### config.mk
export PLATFORM = sky130hd
export DESIGN_NAME = id_ex_shift_operand_stage
export DESIGN_NICKNAME = d
export VERILOG_FILES = /design/src/rtl/id_ex_shift_operand_stage.sv
export SDC_FILE = /design/constraint.sdc
export NUM_CORES = 1
export LEC_CHECK = 0
export ABC_CLOCK_PERIOD_IN_PS = 2380
export CAP_MARGIN = 0
export CORE_MARGIN = 4
export CORE_UTILIZATION = 41
export DETAILED_ROUTE_END_ITERATION = 10
export HOLD_SLACK_MARGIN = 0.15
export PLACE_DENSITY = 0.83
export SLEW_MARGIN = 30
export SYNTH_ARGS = -nofsm -noshare
export SYNTH_HDL_FRONTEND = slang
export SYNTH_SLANG_ARGS = --single-unit
### constraint.sdc
create_clock -name clk -period 2.38 [get_ports clk]
set_input_delay 0.238 -clock clk [delete_from_list [all_inputs] [get_ports clk]]
set_output_delay 0.238 -clock clk [all_outputs]
set_load 0.02 [all_outputs]
### src/rtl/id_ex_shift_operand_stage.sv
// ID/EX pipeline register for the ALU/barrel-shifter path.
// Resolves operand forwarding (EX > MEM > WB > regfile) and load-use hazards.
module id_ex_shift_operand_stage #(
    parameter int         DATA_W  = 32,
    parameter int         REG_AW  = 5,
    parameter logic [3:0] ALU_SLL = 4'd5,
    parameter logic [3:0] ALU_SRL = 4'd6,
    parameter logic [3:0] ALU_SRA = 4'd7
) (
    input  logic              clk,
    input  logic              rst,
    input  logic              id_valid,
    input  logic [3:0]        id_alu_op,
    input  logic [REG_AW-1:0] id_ra_addr,
    input  logic [DATA_W-1:0] id_ra_data,
    input  logic [REG_AW-1:0] id_rb_addr,
    input  logic [DATA_W-1:0] id_rb_data,
    input  logic              id_use_imm,
    input  logic [DATA_W-1:0] id_imm,
    input  logic [REG_AW-1:0] id_rd,
    input  logic              id_reg_write,
    input  logic              id_mem_read,
    input  logic              stall,
    input  logic              flush,
    input  logic [DATA_W-1:0] ex_result,
    input  logic              mem_wen,
    input  logic [REG_AW-1:0] mem_rd,
    input  logic [DATA_W-1:0] mem_data,
    input  logic              wb_wen,
    input  logic [REG_AW-1:0] wb_rd,
    input  logic [DATA_W-1:0] wb_data,
    output logic              ex_valid,
    output logic [3:0]        ex_alu_op,
    output logic [DATA_W-1:0] ex_a,
    output logic [DATA_W-1:0] ex_b,
    output logic [REG_AW-1:0] ex_rd,
    output logic              ex_reg_write,
    output logic              ex_mem_read,
    output logic              hazard_stall
);

    logic              ex_valid_q,     ex_valid_d;
    logic [3:0]        ex_alu_op_q,    ex_alu_op_d;
    logic [DATA_W-1:0] ex_a_q,         ex_a_d;
    logic [DATA_W-1:0] ex_b_q,         ex_b_d;
    logic [REG_AW-1:0] ex_rd_q,        ex_rd_d;
    logic              ex_reg_write_q, ex_reg_write_d;
    logic              ex_mem_read_q,  ex_mem_read_d;

    logic              ex_fwd_ok;
    logic              is_shift;
    logic              ra_match;
    logic              rb_match;
    logic [DATA_W-1:0] fwd_a;
    logic [DATA_W-1:0] fwd_b;
    logic [DATA_W-1:0] b_sel;

    // A load in EX has no data yet, so it is never a forwarding source.
    assign ex_fwd_ok = ex_valid_q & ex_reg_write_q & ~ex_mem_read_q;
    assign is_shift  = (id_alu_op == ALU_SLL) | (id_alu_op == ALU_SRL) | (id_alu_op == ALU_SRA);
    assign ra_match  = (id_ra_addr == ex_rd_q);
    assign rb_match  = (id_rb_addr == ex_rd_q);

    assign hazard_stall = id_valid & ex_valid_q & ex_mem_read_q & (ex_rd_q != '0)
                        & (ra_match | (rb_match & ~id_use_imm));

    always_comb begin
        fwd_a = id_ra_data;
        if (id_ra_addr == '0)
            fwd_a = '0;
        else if (ex_fwd_ok && (ex_rd_q == id_ra_addr))
            fwd_a = ex_result;
        else if (mem_wen && (mem_rd == id_ra_addr))
            fwd_a = mem_data;
        else if (wb_wen && (wb_rd == id_ra_addr))
            fwd_a = wb_data;

        fwd_b = id_rb_data;
        if (id_rb_addr == '0)
            fwd_b = '0;
        else if (ex_fwd_ok && (ex_rd_q == id_rb_addr))
            fwd_b = ex_result;
        else if (mem_wen && (mem_rd == id_rb_addr))
            fwd_b = mem_data;
        else if (wb_wen && (wb_rd == id_rb_addr))
            fwd_b = wb_data;

        // Immediate shifts carry only the 5-bit shamt; register B is passed unmasked.
        if (id_use_imm)
            b_sel = is_shift ? {{(DATA_W-5){1'b0}}, id_imm[4:0]} : id_imm;
        else
            b_sel = fwd_b;
    end

    always_comb begin
        ex_valid_d     = ex_valid_q;
        ex_alu_op_d    = ex_alu_op_q;
        ex_a_d         = ex_a_q;
        ex_b_d         = ex_b_q;
        ex_rd_d        = ex_rd_q;
        ex_reg_write_d = ex_reg_write_q;
        ex_mem_read_d  = ex_mem_read_q;

        if (flush || (!stall && (hazard_stall || !id_valid))) begin
            ex_valid_d     = 1'b0;
            ex_alu_op_d    = '0;
            ex_a_d         = '0;
            ex_b_d         = '0;
            ex_rd_d        = '0;
            ex_reg_write_d = 1'b0;
            ex_mem_read_d  = 1'b0;
        end else if (!stall) begin
            ex_valid_d     = 1'b1;
            ex_alu_op_d    = id_alu_op;
            ex_a_d         = fwd_a;
            ex_b_d         = b_sel;
            ex_rd_d        = id_rd;
            ex_reg_write_d = id_reg_write;
            ex_mem_read_d  = id_mem_read;
        end
    end

    always_ff @(posedge clk) begin
        if (rst) begin
            ex_valid_q     <= 1'b0;
            ex_alu_op_q    <= '0;
            ex_a_q         <= '0;
            ex_b_q         <= '0;
            ex_rd_q        <= '0;
            ex_reg_write_q <= 1'b0;
            ex_mem_read_q  <= 1'b0;
        end else begin
            ex_valid_q     <= ex_valid_d;
            ex_alu_op_q    <= ex_alu_op_d;
            ex_a_q         <= ex_a_d;
            ex_b_q         <= ex_b_d;
            ex_rd_q        <= ex_rd_d;
            ex_reg_write_q <= ex_reg_write_d;
            ex_mem_read_q  <= ex_mem_read_d;
        end
    end

    assign ex_valid     = ex_valid_q;
    assign ex_alu_op    = ex_alu_op_q;
    assign ex_a         = ex_a_q;
    assign ex_b         = ex_b_q;
    assign ex_rd        = ex_rd_q;
    assign ex_reg_write = ex_reg_write_q;
    assign ex_mem_read  = ex_mem_read_q;

endmodule
==> summary by stage <==
Run status
The run finished with clean final reports.

Floorplan
The initialized floorplan defines 43 standard-cell rows. The horizontal die dimension is 128 um. The core outline area is 0.0140 mm2. The I/O pin total is 308. The effective utilization at floorplan is 0.421.

The floorplan step defined a die boundary enclosing between 0.015 and 0.02 mm2. From bottom edge to top edge, the die measures around 130 um.

Worst setup path
The category of the worst setup path launch point is a register. The register-to-register setup slack is 0.29 ns. The largest fanout on the critical path is 5. The worst setup path is captured at an output port.

The worst setup path is of the register to output port kind. The required time of the worst setup path is between 2 and 2.5 ns. The endpoint arrival time on the critical path is between 2 and 2.5 ns. The largest stage delay on the critical path is 0.56 ns. The endpoint of the most critical register-to-register path is ex_b[18]. Traced cell by cell, the critical path runs through or4_1 -> o211a_1 -> and3_1 -> dlygate4sd2_1. The startpoint identified for the worst register-to-register timing path is ex_rd[1]. Counting cells, the worst reg-to-reg path comes to 6. The slowest cell on the critical path is sky130_fd_sc_hd__or4_1.

Power
The design draws 4.47 mW. In this run the power density over the cells is between 400 and 500 mW/mm2. The worst supply voltage drop on vdd is 0.000313 V. The static leakage is 3.23 nW.

STA
For this run, the top clock speed supported by timing is around 440 MHz. The worst-margin pin slew is 0.624 ns. The max-slew violation total from the final report was 0.

The final setup skew is 0.00589 ns. The share of the clock period used by the worst path is 0.954. Setup repair after global routing left no endpoint under its margin. The normalized max-slew margin is 0.584. Setup violations remaining at the end of the flow were counted as 0.

Counting I/O delays and the setup requirement, the final critical path takes 2.27 ns. The number of hold violations in the final report was 0.

Routing
The count of nets left with antenna violations once routing finished came out at 0. The routed layout has 7912 vias. The routed design has between 30 and 40 mm of wire.

Using the TritonRoute via totals, the vias-per-cell ratio works out to approximately 6.7. After detailed routing, the average wire length per cell comes to approximately 26 um. After detailed routing, the number of remaining DRC violations is 0. The first routing iteration left 1015 violations. For this run, the detailed router's first-pass iteration total came to 5.

Min path
The worst hold path class is input port to register. The worst hold path startpoint is id_imm[3]. The worst hold path stage count is 3. The endpoint with the worst hold slack is ex_b[3].

Synth
A synthesized cell averages 8.23 um2. Counting every instance in the synthesized netlist gives 715. The number of warnings reported in the yosys synthesis log is 0. Counting every net in the synthesized netlist gives 946. The share of the Yosys chip area taken by registers is 0.259. The number of storage elements in the synthesis netlist is between 70 and 80. Among all flip-flop cells after synthesis, the most frequent one is sky130_fd_sc_hd__dfxtp_1. The synthesized design contains 0 enable-type register cells.

The number of unique standard cell types used by synthesis is 56. The cell area that synthesis handed to floorplanning was 0.00588 mm2. The share of flip-flops with an asynchronous set or reset after synthesis is 0.

Final layout
The layout-stage area growth over the synthesis result is 67.0%. In the layout the commonest cells are sky130_fd_sc_hd__clkdlybuf4s50_1 (304), sky130_fd_sc_hd__dfxtp_1 (76), sky130_fd_sc_hd__a22oi_1 (64), sky130_fd_sc_hd__nor3_1 (60), sky130_fd_sc_hd__a21oi_1 (40). The number of fill cells is between 1000 and 1500.

The post-layout instance area is 0.00983 mm2. Summing all multi-input logic gate instances after layout gives 0.00401 mm2. The area used by sequential logic in the layout is 0.00152 mm2. The number of nets in the final layout is roughly 1200. Leaving out fill and tap cells, the most frequent cell in the layout is sky130_fd_sc_hd__clkdlybuf4s50_1. Of the cells placed in the final design, the portion with a size suffix greater than 1 is 0.113.

Global routing
The maximum number of pins on one net before global-route repair is 63. For this run, the total global-route usage over all layers was measured as 0.359. The initial antenna violation count came to 1.

The number of global-route vias before repair is 7874. The sum of overflow across all layers after global routing is 0. The wire length of the first global-routing pass is between 40 and 50 mm.

CTS
The number of gates resized after CTS was 1. The H-tree was split into 3 levels. TritonCTS built the clock tree. The hold buffer count at cts is 0. The tree is rooted in a sky130_fd_sc_hd__clkbuf_16. The number of buffers created by CTS is 9. The clock reaches the later pin of the worst-skew pair after about 0.35 ns. The total setup buffers inserted after CTS is 0. The deepest clock path buffer count is 2. The clock input transition at the sequential cells of the worst setup and hold paths is about 0.060 ns. The clock sink count is 76.

Job
Max-cap violations in this run came to 0.

Place
The count of input and output buffers is 307. The placed instance area is between 0.009 and 0.01 mm2. The placed wire-length estimate is 20.9 mm. At the end of routability-driven placement, the weighted congestion stood at 0.930.
-- kinds of logic after synthesis --
| group | count (synthesis) | share of synthesized area |
|---|---|---|
| AO/OA/AOI/OAI | 308 | 0.417 |
| XOR/XNOR | 30 | 0.0447 |
| buffers and inverters | 92 | 0.0676 |
| flip-flops | 76 | 0.259 |
| multiplexers | 11 | 0.0187 |
| AND/OR/NAND/NOR | 198 | 0.193 |
-- metal layers --
layer  track usage  wire, um  share of wire  vias up
met2         0.567     13700           0.45      650
met1         0.464     11600           0.38     3692
met4         0.143      1330          0.044        0
met3        0.0971      3730           0.12      115
li1              -         -              -     3455
met5             0         0              0        -
-- how the worst max path moves through the flow --
stage | startpoint | end | slack (ns) | cells after the start
finish | ex_rd[1] | hazard_stall | 0.11 | 4
global route | ex_rd[1] | hazard_stall | 0.006 | 4
floorplan | ex_rd[1] | ex_b[10] | 0.40 | 6
global placement | id_rb_addr[2] | hazard_stall | -0.06 | 6
detailed placement | id_ra_addr[1] | ex_a[15] | -0.07 | 7
CTS | ex_rd[1] | hazard_stall | 0.10 | 4
-- worst max-delay path: cells and delay by family, from the launching register on --
| family | cells | cell delay [ns] |
|---|---|---|
| AO/OA/AOI/OAI | 1 | 0.27 |
| buffers and inverters | 1 | 0.32 |
| flip-flops | 1 | 0.36 |
| AND/OR/NAND/NOR | 2 | 0.73 |
-- metrics by stage --
stage	util	std cells	TNS [ns]	setup WS [ns]	hold WS, ns
floorplan	-	715	0	0.401	0.364
global placement	0.676	1167	-0.452	-0.0604	0.509
detailed placement	0.676	1167	-0.828	-0.0691	0.509
CTS	0.702	1183	0	0.101	0.460
global route	0.702	1183	0	0.00610	0.474
finish	0.703	1184	0	0.110	0.464
-- cells in the mapped netlist, types with 3 or more instances --
cell type                  number  area share
sky130_fd_sc_hd__buf_1          3      0.0019
sky130_fd_sc_hd__o21ai_0       30       0.026
sky130_fd_sc_hd__and3_1         7      0.0074
sky130_fd_sc_hd__buf_2         15       0.013
sky130_fd_sc_hd__xor2_1        13       0.019
sky130_fd_sc_hd__a221oi_2       3      0.0077
sky130_fd_sc_hd__xnor2_1       17       0.025
sky130_fd_sc_hd__o311ai_0      23       0.034
sky130_fd_sc_hd__o311ai_1       9       0.013
sky130_fd_sc_hd__mux2i_1       11       0.019
sky130_fd_sc_hd__clkbuf_1      64       0.041
sky130_fd_sc_hd__a21oi_1       40       0.034
sky130_fd_sc_hd__nor3_1        60       0.051
sky130_fd_sc_hd__inv_1          3      0.0019
sky130_fd_sc_hd__a211oi_1       7      0.0089
sky130_fd_sc_hd__buf_4          4      0.0051
sky130_fd_sc_hd__a31o_2         3      0.0045
sky130_fd_sc_hd__or3_1          3      0.0032
sky130_fd_sc_hd__nand2_1       37       0.024
sky130_fd_sc_hd__o211ai_1       5      0.0064
sky130_fd_sc_hd__a21boi_0      33       0.042
sky130_fd_sc_hd__and2_1         3      0.0032
sky130_fd_sc_hd__nand3_1        3      0.0026
sky130_fd_sc_hd__a22oi_1       64       0.082
sky130_fd_sc_hd__a221oi_1      24       0.036
sky130_fd_sc_hd__nand4_1       31       0.033
sky130_fd_sc_hd__a211oi_2      20       0.043
sky130_fd_sc_hd__a32oi_1        5      0.0074
sky130_fd_sc_hd__nand3b_1      32       0.041
sky130_fd_sc_hd__a311o_1       27       0.046
sky130_fd_sc_hd__dfxtp_1       76        0.26
sky130_fd_sc_hd__nor2_1         7      0.0045
-- registers in the layout, indices dropped and copies added (netlist names) --
name and flops:
ex_mem_read 1, ex_valid 1, ex_alu_op 4, ex_a 32, ex_reg_write 1, ex_b 32, ex_rd 5
-- cell type report --
cell class                      count  share of cell area
Sequential cell                    76               0.155
Inverter                            3             0.00115
Tap cell                          180              0.0229
Timing Repair Buffer              361               0.376
Antenna cell                        1            0.000255
Clock inverter                      4              0.0122
Clock buffer                       12              0.0251
Multi-Input combinational cell    547               0.408
-- report_power, final --
part           switching, mW  internal [mW]  leakage, nW
registers             0.0320           1.32        0.618
clock network          0.586           1.16        0.177
logic                  0.683          0.693         2.43
No activity file was read; power rests on OpenSTA's default activity.
==> variant 1: new RTL, same settings <==
Make the reset (`rst`) asynchronous in one clocked block.
--- a/src/rtl/id_ex_shift_operand_stage.sv
+++ b/src/rtl/id_ex_shift_operand_stage.sv
@@ -120,7 +120,7 @@
         end
     end
 
-    always_ff @(posedge clk) begin
+    always_ff @(posedge clk or posedge rst) begin
         if (rst) begin
             ex_valid_q     <= 1'b0;
             ex_alu_op_q    <= '0;
Behaviour: differs if rst is asserted again (counterexample within 4 cycles, from zero or initial values and one cycle with rst high); with rst held inactive, the same outputs for 4 cycles.
==> variant 1 against the original RTL <==
- sequential cell count unchanged
- die area shrank 2.1%
- clock power down 17%
- power decreased by 8.4%
- routed wire length fell by 13%
- combinational power down 9%
- area after synthesis is 2.2% lower
- non-clock buffer count grew 3
- setup slack gained 0.047 ns
- design area fell by 1.6%
- largest power group unchanged
==> variant 1: results (changes against the original RTL) <==
metric	value	unit	change
leakagePower	3.70	nW	+15%
synth-main-ff-cell	dfrtp_1		
drive_gt1_frac	0.138		+0.0250
switching_power	1.24	mW	-4.4%
p_clk	1.45	mW	-17%
dp_slack	-0.0250	ns	+0.0441 ns
nets	1192		-3.0%
hold_class	primary input to async pin		
cp_top_family	simple AND/OR/NAND/NOR gates		
synth.distinct_cells	47		-16%
vias	7153		-9.6%
postPlaceCellArea	9370	um2	-0.99%
slowest_delay	0.60	ns	+0.04 ns
drt_pass1_iterations	8		+3
run_status	finished clean		
netlist_top_cells_area	dfrtp_1 (33%), a22oi_1 (5.7%), a221o_1 (4.7%)		
grt_first_pass_wirelength	40500	um	-12%
drtIter0Drc	826		-19%
async_flop_share	1.00		+1.00
cp.arrival	1.99	ns	-0.04 ns
dp_hpwl	19700	um	-5.4%
pg_comb	1.26	mW	-9%
grt_antenna_before_repair	0		-1
gp_congestion	0.917		-1.4%
postCtsSetupBuffers	0		unchanged
peakVddDrop	0.000412	V	+32%
max_slew_margin	0.683		+0.0988
grt_max_degree	51		-19%
fin_skew	0.00731	ns	+0.00142 ns
cts.reportedPaths.clkPinSlew	0.07	ns	
powerDensity	424	nW/um2	-6.9%
antennaDiodeCount	0		-1
synth_commonest_cells	dfrtp_1 (76), nand2_1 (49), o21ai_1 (48)		
synth-seq-area-share	0.331		+0.0720
syn-num-nets	884		-6.6%
portBuffers	307		unchanged
wl_per_cell	23.2	um	-9.6%
grt.total_usage	0.322		-0.0371
-- variant 1: changes by cell type after synthesis, sizes merged, moves of 28 or more --
cell    unedited run  this run
a21boi            33         5
clkbuf            65        37
dfrtp              0        76
dfxtp             76         0
nand3              4        36
nand3b            32         1
nand4             31         2
nor3              62        29
o21ai             30        93
o311ai            32         0
-- variant 1: cells by family (layout without fill, tap and decap cells) --
kind of cell,after synthesis,after routing,synth area share
AO/OA/AOI/OAI,303,303,0.401
XOR/XNOR,30,30,0.0457
buffers and inverters,69,382,0.0613
flip-flops,76,76,0.331
AND/OR/NAND/NOR,175,175,0.161
-- variant 1: final cells by class --
class	count	area, um2
Tap cell	180	225
Clock inverter	7	76.3
Timing Repair Buffer	364	3700
Clock buffer	9	225
Multi-Input combinational cell	508	3530
Sequential cell	76	1900
Inverter	2	8.76
Fill cell	1065	4160
-- variant 1: final timing paths --
check                      startpoint  depth (start not counted)  slack, ns           end
max in group asynchronous         rst                          3       1.63       ex_b[5]
hold reg to reg              ex_a[31]                          2       0.48      ex_a[31]
hold / removal                    rst                          2       0.21      ex_a[27]
min in group clk             ex_a[31]                          2       0.48      ex_a[31]
setup reg to reg             ex_rd[1]                          7       0.27      ex_b[30]
setup / recovery             ex_rd[1]                          4       0.16  hazard_stall
-- variant 1: stage by stage --
stage / instances / util
6_report: 1146 / 0.699
3_3_place_gp: 1130 / 0.677
4_1_cts: 1146 / 0.699
5_1_grt: 1146 / 0.699
3_5_place_dp: 1130 / 0.677
2_1_floorplan: 653 / -
-- variant 1: routing by layer --
metal,GRT usage,routed length (um),vias to the layer above
met5,0,0,-
met4,0.146,1230,0
met3,0.0535,2820,101
met2,0.532,12600,582
met1,0.412,9950,3330
li1,-,-,3140
==> variant 2: new RTL, same settings <==
Without the edit above. Set the parameter `DATA_W` to 48 (it was 32).
--- a/src/rtl/id_ex_shift_operand_stage.sv
+++ b/src/rtl/id_ex_shift_operand_stage.sv
@@ -1,7 +1,7 @@
 // ID/EX pipeline register for the ALU/barrel-shifter path.
 // Resolves operand forwarding (EX > MEM > WB > regfile) and load-use hazards.
 module id_ex_shift_operand_stage #(
-    parameter int         DATA_W  = 32,
+    parameter int         DATA_W  = 48,
     parameter int         REG_AW  = 5,
     parameter logic [3:0] ALU_SLL = 4'd5,
     parameter logic [3:0] ALU_SRL = 4'd6,
Interface: changed (8 resized); port bits go from 308 to 436. No check against the original RTL was run, so the function may have changed too.
==> variant 2 against the original RTL <==
- hold slack worse by 0.19 ns
- non-clock buffer count grew 145
- count of clock-buffer cells in the layout shrank 2
- final cell count rose by 44%
- routed wire length up 38%
- sequential power is 41% higher
- power is 22% higher
- combinational power is 29% higher
- setup slack worse by 0.037 ns
- area after synthesis up 46%
- design area rose by 42%
- sequential cell count up 32
- die area up 43%
- critical endpoint is now ex_b[18]
- largest power group is now registers
- highest routed layer is now met5
==> variant 2: results (changes against the original RTL) <==
metric	value	unit	change
wl_met3	4520	um	+21%
synth.distinct_cells	52		-7.1%
buf_share	0.373		-0.00322
multi_input_area	5580	um2	+39%
via_per_inst	6.37		-4.6%
rr_startpoint	ex_rd[2]		
gp_congestion	0.951		+2.3%
wl_met1	15300	um	+32%
peakVddDrop	0.000344	V	+9.9%
grt_pass1_vias	10600		+35%
grt.total_usage	0.336		-0.0229
synth.avg_cell_area	8.21	um2	-0.23%
die_x	153	um	+19%
clock_cell_area_share	0.0243		-0.0130
wl_met2	20000	um	+46%
netlist_top_cells_area	dfxtp_1 (25%), a21boi_0 (8.4%), and3_1 (7.1%)		
dp_hpwl	30500	um	+46%
cp_slowest_cell	clkdlybuf4s50_1		
dp_slack	-0.261	ns	-0.192 ns
grt.met1_usage	0.407		-0.0579
wl_per_cell	24.5	um	-4.4%
fillers	1703		+49%
nets	1756		+43%
sh_seq_area	0.155		about the same
buffers	506		+40%
r2r_slack	0.11	ns	-0.18 ns
worstReg2RegEnd	ex_b[6]		
syn-num-nets	1371		+45%
grt_antenna_before_repair	5		+4
run_status	finished clean		
-- variant 2: changes by cell type in the layout (fill, tap and decap cells not counted), moves of 30 or more --
cell,delta
nand4_1,-30
nand2_1,-34
o211ai_1,+39
o21ai_0,-30
a311oi_2,+40
and3_1,+89
nor4_1,+42
dfxtp_1,+31
nor3_1,-58
inv_1,+85
a21o_1,+43
o311ai_1,+33
a21boi_0,+64
clkdlybuf4s50_1,+129
-- variant 2: timing repair --
action / in CTS / in global routing
buffers inserted: 0 / 0
pin swaps: 0 / 1
setup endpoints to repair: 1 / 3
resized for setup: 1 / 6
-- variant 2: how the worst min path moves through the flow --
stage                      start        to  slack [ns]  cells after the start
floorplan           ex_result[0]   ex_b[0]        0.37                      2
global placement        ex_b[43]  ex_b[43]        0.46                      2
detailed placement       ex_b[9]   ex_b[9]        0.46                      2
CTS                        stall   ex_b[9]        0.27                      2
global route               stall  ex_b[13]        0.29                      2
finish                     stall  ex_b[13]        0.28                      2
-- variant 2: power groups by stage --
| stage | sequential, mW | clock, mW | combinational [mW] |
|---|---|---|---|
| 2_1_floorplan | 2.01 | 0 | 0.618 |
| 3_3_place_gp | 1.94 | 0 | 1.73 |
| 3_5_place_dp | 1.94 | 0 | 1.74 |
| 4_1_cts | 1.90 | 1.80 | 1.75 |
| 5_1_grt | 1.91 | 1.87 | 1.86 |
| 6_report | 1.90 | 1.78 | 1.78 |
-- variant 2: kinds of logic (layout without fill, tap and decap cells) --
logic type,Yosys count,after routing,synth area share
flip-flops,108,108,0.252
buffers and inverters,220,609,0.107
other,0,4,0
multiplexers,11,11,0.0128
AO/OA/AOI/OAI,440,440,0.422
XOR/XNOR,30,30,0.0307
AND/OR/NAND/NOR,235,235,0.175
